--- src/rtl/password_digit_sender_pkg.sv ---
// ----------------------------------------------------------------------------
// door_lock_pkg : constants and state encoding shared across the door-lock slice
// Revision 1.0
// ----------------------------------------------------------------------------
`default_nettype none

package door_lock_pkg;

  localparam int DOOR_DIGITS  = 3;
  localparam int DOOR_DIGIT_W = 4;
  localparam int DOOR_CODE_W  = DOOR_DIGITS * DOOR_DIGIT_W;

  typedef enum logic [1:0] {
    ST_IDLE = 2'd0,
    ST_SEND = 2'd1,
    ST_GAP  = 2'd2,
    ST_DONE = 2'd3
  } sender_state_t;

endpackage

`default_nettype wire

--- src/rtl/password_digit_sender_if.sv ---
// ----------------------------------------------------------------------------
// password_digit_sender_if : digit-serial valid/ready stream
// Revision 1.0
// ----------------------------------------------------------------------------
`default_nettype none

interface password_digit_sender_if #(
  parameter int DIGIT_W = door_lock_pkg::DOOR_DIGIT_W
) ();

  logic [DIGIT_W-1:0] digit;
  logic               valid;
  logic               ready;

  modport master (output digit, output valid, input ready);
  modport slave  (input digit, input valid, output ready);

endinterface

`default_nettype wire

--- src/rtl/password_digit_sender_gap.sv ---
// ----------------------------------------------------------------------------
// password_gap_timer : loadable down-counter timing the idle gap between digits
// Revision 1.0
// ----------------------------------------------------------------------------
`default_nettype none

module password_gap_timer #(
  parameter int CYCLES = 1
) (
  input  wire logic i_clk,
  input  wire logic i_reset,
  input  wire logic i_load,
  input  wire logic i_run,
  output logic      o_expire
);

  localparam int               CNT_W   = $clog2(CYCLES + 1);
  localparam logic [CNT_W-1:0] C_START = CNT_W'(CYCLES);
  localparam logic [CNT_W-1:0] C_LAST  = CNT_W'(1);

  logic [CNT_W-1:0] r_count;

  always_ff @(posedge i_clk) begin
    if (i_reset) begin
      r_count <= '0;
    end else if (i_load) begin
      r_count <= C_START;
    end else if (i_run && (r_count != '0)) begin
      r_count <= r_count - 1'b1;
    end
  end

  // Expires on the final gap cycle so the FSM re-enters SEND on the next edge
  assign o_expire = i_run && (r_count == C_LAST);

endmodule

`default_nettype wire

--- src/rtl/password_digit_sender.sv ---
// ----------------------------------------------------------------------------
// password_digit_sender : loads a full code, emits its digits MSB-first over valid/ready
// Revision 1.0
// ----------------------------------------------------------------------------
`default_nettype none

module password_digit_sender
  import door_lock_pkg::*;
#(
  parameter int DIGITS     = DOOR_DIGITS,
  parameter int DIGIT_W    = DOOR_DIGIT_W,
  parameter int GAP_CYCLES = 0
) (
  input  wire logic                        i_clk,
  input  wire logic                        i_reset,
  input  wire logic [DIGITS*DIGIT_W-1:0]   i_password,
  input  wire logic                        i_load,
  output logic                             o_busy,
  output logic                             o_done,
  password_digit_sender_if.master          digit_bus
);

  localparam int               CODE_W = DIGITS * DIGIT_W;
  localparam int               CNT_W  = (DIGITS > 1) ? $clog2(DIGITS) : 1;
  localparam logic [CNT_W-1:0] C_LAST = CNT_W'(DIGITS - 1);

  sender_state_t      r_state, w_state_next;
  logic [CODE_W-1:0]  r_shift, w_shift_next;
  logic [CNT_W-1:0]   r_cnt, w_cnt_next;
  logic [DIGIT_W-1:0] r_digit;
  logic               r_valid, r_busy, r_done;
  logic               w_handshake, w_gap_load, w_gap_expire;

  assign w_handshake = r_valid && digit_bus.ready;

  generate
    if (GAP_CYCLES > 0) begin : g_gap
      password_gap_timer #(
        .CYCLES (GAP_CYCLES)
      ) u_gap_timer (
        .i_clk    (i_clk),
        .i_reset  (i_reset),
        .i_load   (w_gap_load),
        .i_run    (r_state == ST_GAP),
        .o_expire (w_gap_expire)
      );
    end else begin : g_no_gap
      wire w_gap_load_unused = w_gap_load;
      assign w_gap_expire = 1'b0;
    end
  endgenerate

  always_comb begin
    w_state_next = r_state;
    w_shift_next = r_shift;
    w_cnt_next   = r_cnt;
    w_gap_load   = 1'b0;
    case (r_state)
      ST_IDLE: begin
        if (i_load) begin
          w_shift_next = i_password;
          w_cnt_next   = '0;
          w_state_next = ST_SEND;
        end
      end
      ST_SEND: begin
        if (w_handshake) begin
          if (r_cnt == C_LAST) begin
            w_state_next = ST_DONE;
          end else begin
            w_shift_next = r_shift << DIGIT_W;
            w_cnt_next   = r_cnt + 1'b1;
            if (GAP_CYCLES > 0) begin
              w_gap_load   = 1'b1;
              w_state_next = ST_GAP;
            end
          end
        end
      end
      ST_GAP: begin
        if (w_gap_expire) begin
          w_state_next = ST_SEND;
        end
      end
      ST_DONE: begin
        w_state_next = ST_IDLE;
      end
      default: begin
        w_state_next = ST_IDLE;
      end
    endcase
  end

  // Outputs are registered from the next state so they line up with it
  always_ff @(posedge i_clk) begin
    if (i_reset) begin
      r_state <= ST_IDLE;
      r_shift <= '0;
      r_cnt   <= '0;
      r_digit <= '0;
      r_valid <= 1'b0;
      r_busy  <= 1'b0;
      r_done  <= 1'b0;
    end else begin
      r_state <= w_state_next;
      r_shift <= w_shift_next;
      r_cnt   <= w_cnt_next;
      r_valid <= (w_state_next == ST_SEND);
      r_digit <= (w_state_next == ST_SEND) ? w_shift_next[CODE_W-1 -: DIGIT_W] : '0;
      r_busy  <= (w_state_next != ST_IDLE);
      r_done  <= (w_state_next == ST_DONE);
    end
  end

  assign digit_bus.digit = r_digit;
  assign digit_bus.valid = r_valid;
  assign o_busy          = r_busy;
  assign o_done          = r_done;

endmodule

`default_nettype wire

--- src/flat_wrapper.sv ---
// flat-port wrapper written by rule: the top's interface ports become plain ports
module password_digit_sender_flat import door_lock_pkg::*;
#(
  parameter int DIGITS     = DOOR_DIGITS,
  parameter int DIGIT_W    = DOOR_DIGIT_W,
  parameter int GAP_CYCLES = 0
)
  (i_clk, i_reset, i_password, i_load, o_busy, o_done, digit_bus_digit, digit_bus_valid, digit_bus_ready);
  password_digit_sender_if #(.DIGIT_W(DIGIT_W)) digit_bus_i ();
  input  wire logic i_clk;
  input  wire logic i_reset;
  input  wire logic [DIGITS*DIGIT_W-1:0] i_password;
  input  wire logic i_load;
  output logic o_busy;
  output logic o_done;
  output wire logic [$bits(digit_bus_i.digit)-1:0] digit_bus_digit;
  output wire logic [$bits(digit_bus_i.valid)-1:0] digit_bus_valid;
  input wire logic [$bits(digit_bus_i.ready)-1:0] digit_bus_ready;
  assign digit_bus_digit = digit_bus_i.digit;
  assign digit_bus_valid = digit_bus_i.valid;
  assign digit_bus_i.ready = digit_bus_ready;
  password_digit_sender #(.DIGITS(DIGITS), .DIGIT_W(DIGIT_W), .GAP_CYCLES(GAP_CYCLES)) u_core (.i_clk(i_clk), .i_reset(i_reset), .i_password(i_password), .i_load(i_load), .o_busy(o_busy), .o_done(o_done), .digit_bus(digit_bus_i));
endmodule
--- config.mk ---
export PLATFORM = sky130hd
export DESIGN_NAME = password_digit_sender_flat
export DESIGN_NICKNAME = d
export VERILOG_FILES = /design/src/rtl/password_digit_sender_pkg.sv /design/src/rtl/password_digit_sender_if.sv /design/src/rtl/password_digit_sender_gap.sv /design/src/rtl/password_digit_sender.sv /design/src/flat_wrapper.sv
export SDC_FILE = /design/constraint.sdc
export NUM_CORES = 1
export LEC_CHECK = 0
export BUFFER_PORTS_ARGS = -buffer_cell sky130_fd_sc_hd__buf_2
export CORE_MARGIN = 3
export CORE_UTILIZATION = 45
export CTS_BUF_LIST = sky130_fd_sc_hd__clkbuf_16
export DETAILED_ROUTE_END_ITERATION = 10
export PLACE_DENSITY_LB_ADDON = 0.1
export SYNTH_ARGS = -nofsm -noshare
export SYNTH_HDL_FRONTEND = slang
export SYNTH_SLANG_ARGS = --single-unit
--- constraint.sdc ---
create_clock -name i_clk -period 1.5 [get_ports i_clk]
set_input_delay 0.15 -clock i_clk [delete_from_list [all_inputs] [get_ports i_clk]]
set_output_delay 0.15 -clock i_clk [all_outputs]
set_load 0.05 [all_outputs]
==> implementation parameters <==
Parameter                              Value

Detailed routing
  Starting DRC count in detailed routing ... 10
  Detailed-route DRC error count ... 0
  Sum of routed wire segments on met1 ... 1.046 mm
  Met2 layer wire length in the routed design ... 1.010 mm
  Met3 Wirelength ... 92 um
  Total number of vias ... 819
  Highest signal layer in the routed design ... met4
  Via-per-instance ratio ... 5.610
  DR WL/cell ... 14.86 um
  DRT Pass-1 Iters ... 4
  WL final ... 2.169 mm
  Post-DRT Antenna Nets ... 0

Placement
  Post-place setup slack ... -0.003923 ns
  Estimated wirelength of the detail-placed design ... 1.462 mm
  Placed Cells incl. Taps ... 142
  # port buffers ... 22
  Dpl cell area ... 0.001089 mm^2
  Gp weighted congestion ... 0.7146

Timing
  Maximum frequency from static timing analysis ... 701.2 MHz
  Final Max Slew Viols ... 0
  Maximum clock skew at final layout ... 0.001083 ns
  Setup repair after global routing missed its margin ... no
  Final clock period utilization by the worst path ... 0.9507
  Worst slew margin relative to its limit ... 0.6671
  Worst Tran Pin Value ... 0.4989 ns
  Slack of the critical path ... 0.07396 ns
  Hold Fails Final Rpt ... 0
  Time the final worst path needs with I/O delays and setup ... 1.426 ns
  Final setup vio count ... 0

Power
  Power Internal ... 1.065 mW
  Combinational cell fraction of total power ... 0.122
  Share of total power consumed by net switching ... 0.2452
  Leakage component of the power ... 0.4605 nW
  Part of the total power dissipated in the clock network ... 0.409
  Worst-case vdd ir drop ... 0.6924 mV
  Power dissipated by switching net loads ... 0.3459 mW
  Power Dens Cells ... 1173 mW/mm^2
  Reg power frac ... 0.469

Yosys
  Count of mapped cells out of synthesis ... 96
  Asr flop ratio synth ... 0
  Yosys top cell area share ... 0.4804
  Largest area contributor in the synthesized netlist ... dfxtp_1
  Number of flops mapped to enable cells by yosys ... 0
  Netlist area before placement ... 958.4 um^2
  Mapped Nets ... 113
  Predominant post-synthesis flop cell ... dfxtp_1
  Yosys reg bits ... 23
  Per-instance average area after synthesis ... 9.984 um^2
  YS warnings ... 0
  Largest cells by area after synthesis ... dfxtp_1 (48%), a21oi_1 (7.3%), a32oi_1 (7.3%), nand2b_1 (3.9%), o211ai_1 (3.9%)
  Sequential element share of the synthesized area ... 0.4804
  Count of cell types in the netlist ... 30

Clock tree
  Post-CTS clock slew at the launch and capture registers of the worst setup and hold paths ... 0.06 ns
  CTS buffer count ... 3
  Root cell of the clock tree ... clkbuf_16
  Maximum buffer depth of the clock tree ... 2
  Number of buffers added for setup after CTS ... 0
  TritonCTS clock tree ... yes
  Clock network latency to the later pin of the worst-skew pair ... 0.26 ns
  CTS Sinks ... 23
  H-Tree Level Count ... 1

Worst setup path
  Element type at the critical path start ... register
  Beginning of the critical path ... u_core.r_cnt[0]
  Worst EP required ... 1.69 ns
  Classification of the worst setup path ... register to register
  R2r worst-path depth ... 5
  Setup slack of the worst register-to-register path ... 0.07 ns
  Category of the worst setup path capture point ... register
  Maximum fanout encountered on the critical timing path ... 5
  Worst flop-to-flop path startpoint ... u_core.r_cnt[0]
  Worst R2R End ... u_core.digit_bus.digit[0]
  Data arrival time at the worst-slack endpoint ... 1.61 ns

Hold path
  Hold path start ... i_password[2]
  Worst min-delay path endpoint ... u_core.r_shift[2]
  Worst min path class ... input pin to register
  Number of stages on the worst hold path ... 3

Floorplan
  Initial standard-cell utilization of the core ... 0.4836
  Die width ... 52.15 um
  Core region area ... 0.001982 mm^2
  Height of the die ... 52.15 um
  Die ar. ... 0.002720 mm^2
  Number of placement rows ... 16
  Number of I/O pins ... 23

Layout
  Post-route non-filler standard cell count ... 146
  Diode count ... 0
  Area growth from synthesis to layout ... 25.46%
  Final design instance area without fill ... 0.001202 mm^2
  Number of nets in the layout ... 137
  # fillers ... 176
  Proportion of layout cells with a drive suffix above 1 ... 0.3529

Global routing
  Largest net degree at the start of global routing ... 17
  Global-route wire length before repair ... 3.484 mm
  Vias in the first global route ... 790
  Grt total ovfl ... 0
  Antenna violations before repair ... 0
  Total track usage ... 0.1776

Flow run
  Count of max-cap constraint violations ... 0

Run status
  Result of the run ... completed
==> worst max-delay path, stage by stage (launching register included) <==
cell,delay (ns)
dfxtp_2,0.33
inv_2,0.05
ha_4,0.16
and3_4,0.15
a2111o_1,0.51
a21oi_1,0.15
==> placed cells by master, fill, tap and decap left out, types with 2 or more instances in the layout <==
master,instances
a21oi_1,12
a21oi_2,3
a22oi_1,4
a32oi_1,8
buf_2,22
buf_4,3
clkbuf_16,3
dfxtp_1,21
dfxtp_2,2
nand2b_1,6
nand3_1,4
nor2_1,2
o211ai_1,5
o22ai_1,4
==> power groups by stage <==
stage	combinational [mW]	clock [mW]	sequential (mW)
6_report	0.172	0.577	0.661
5_1_grt	0.188	0.610	0.665
4_1_cts	0.168	0.589	0.660
3_5_place_dp	0.165	0	0.673
3_3_place_gp	0.164	0	0.672
2_1_floorplan	0.0892	0	0.698
==> synth_stat cells, types with 2 or more instances <==
library cell and count:
dfxtp_1 23, a21oi_1 14, a32oi_1 8, nand2b_1 6, o211ai_1 5, a22oi_1 4
nand3_1 4, o22ai_1 4, buf_2 3, buf_4 2, inv_1 2, nor2_1 2
nor2b_1 2
==> per-stage QoR <==
step	hold slack, ns	power [mW]	setup TNS, ns	utilization
3_5_place_dp	0.4509	0.8383	-0.003923	0.5492
2_1_floorplan	0.3368	0.7875	0	-
4_1_cts	0.1837	1.418	0	0.5941
3_3_place_gp	0.4413	0.8369	-0.01373	0.5492
6_report	0.1837	1.411	0	0.6067
5_1_grt	0.2012	1.463	0	0.6067
==> worst max-delay path by stage <==
stage / endpoint / depth (start not counted)
3_5_place_dp: u_core.digit_bus.digit[1] / 5
3_3_place_gp: u_core.digit_bus.digit[2] / 5
4_1_cts: u_core.digit_bus.digit[2] / 5
6_report: u_core.digit_bus.digit[0] / 5
5_1_grt: u_core.r_shift[10] / 6
2_1_floorplan: u_core.r_cnt[0] / 5
==> flip-flops by register name, indices dropped and copies added (netlist names) <==
register                cells
u_core.r_shift             12
u_core.digit_bus.digit      4
u_core.r_cnt                2
u_core.r_state              2
u_core.digit_bus.valid      1
u_core.o_busy               1
u_core.o_done               1
==> timing repair <==
| action | in CTS | in global routing |
|---|---|---|
| gates resized for setup | 2 | 7 |
| endpoints found under the setup margin | 7 | 10 |
| pin swaps | 1 | 5 |
| hold buffers | 0 | 0 |
==> per-layer routing <==
layer / global-route usage / up-vias
met3: 0.04298 / 4
li1: - / 419
met1: 0.2185 / 380
met5: 0 / -
met4: 0.08085 / 0
met2: 0.2908 / 16
==> final cells by class <==
cell class / instances / area [um^2] / area share
Clock buffer: 3 / 75.07 / 0.06244
Clock inverter: 1 / 5.005 / 0.004162
Multi-Input combinational cell: 64 / 474.2 / 0.3944
Sequential cell: 23 / 462.9 / 0.3850
Tap cell: 27 / 33.78 / 0.02810
Inverter: 2 / 7.507 / 0.006244
Timing Repair Buffer: 26 / 143.9 / 0.1197
==> logic make-up (layout without fill, tap and decap cells) <==
family,after synthesis,after routing,share of synthesized area
buffers and inverters,9,32,0.05482
AO/OA/AOI/OAI,39,39,0.2794
flip-flops,23,23,0.4804
AND/OR/NAND/NOR,24,24,0.1723
adder cells (fa/ha/maj),1,1,0.01305
Note: power is estimated with default switching activity, not from simulation.
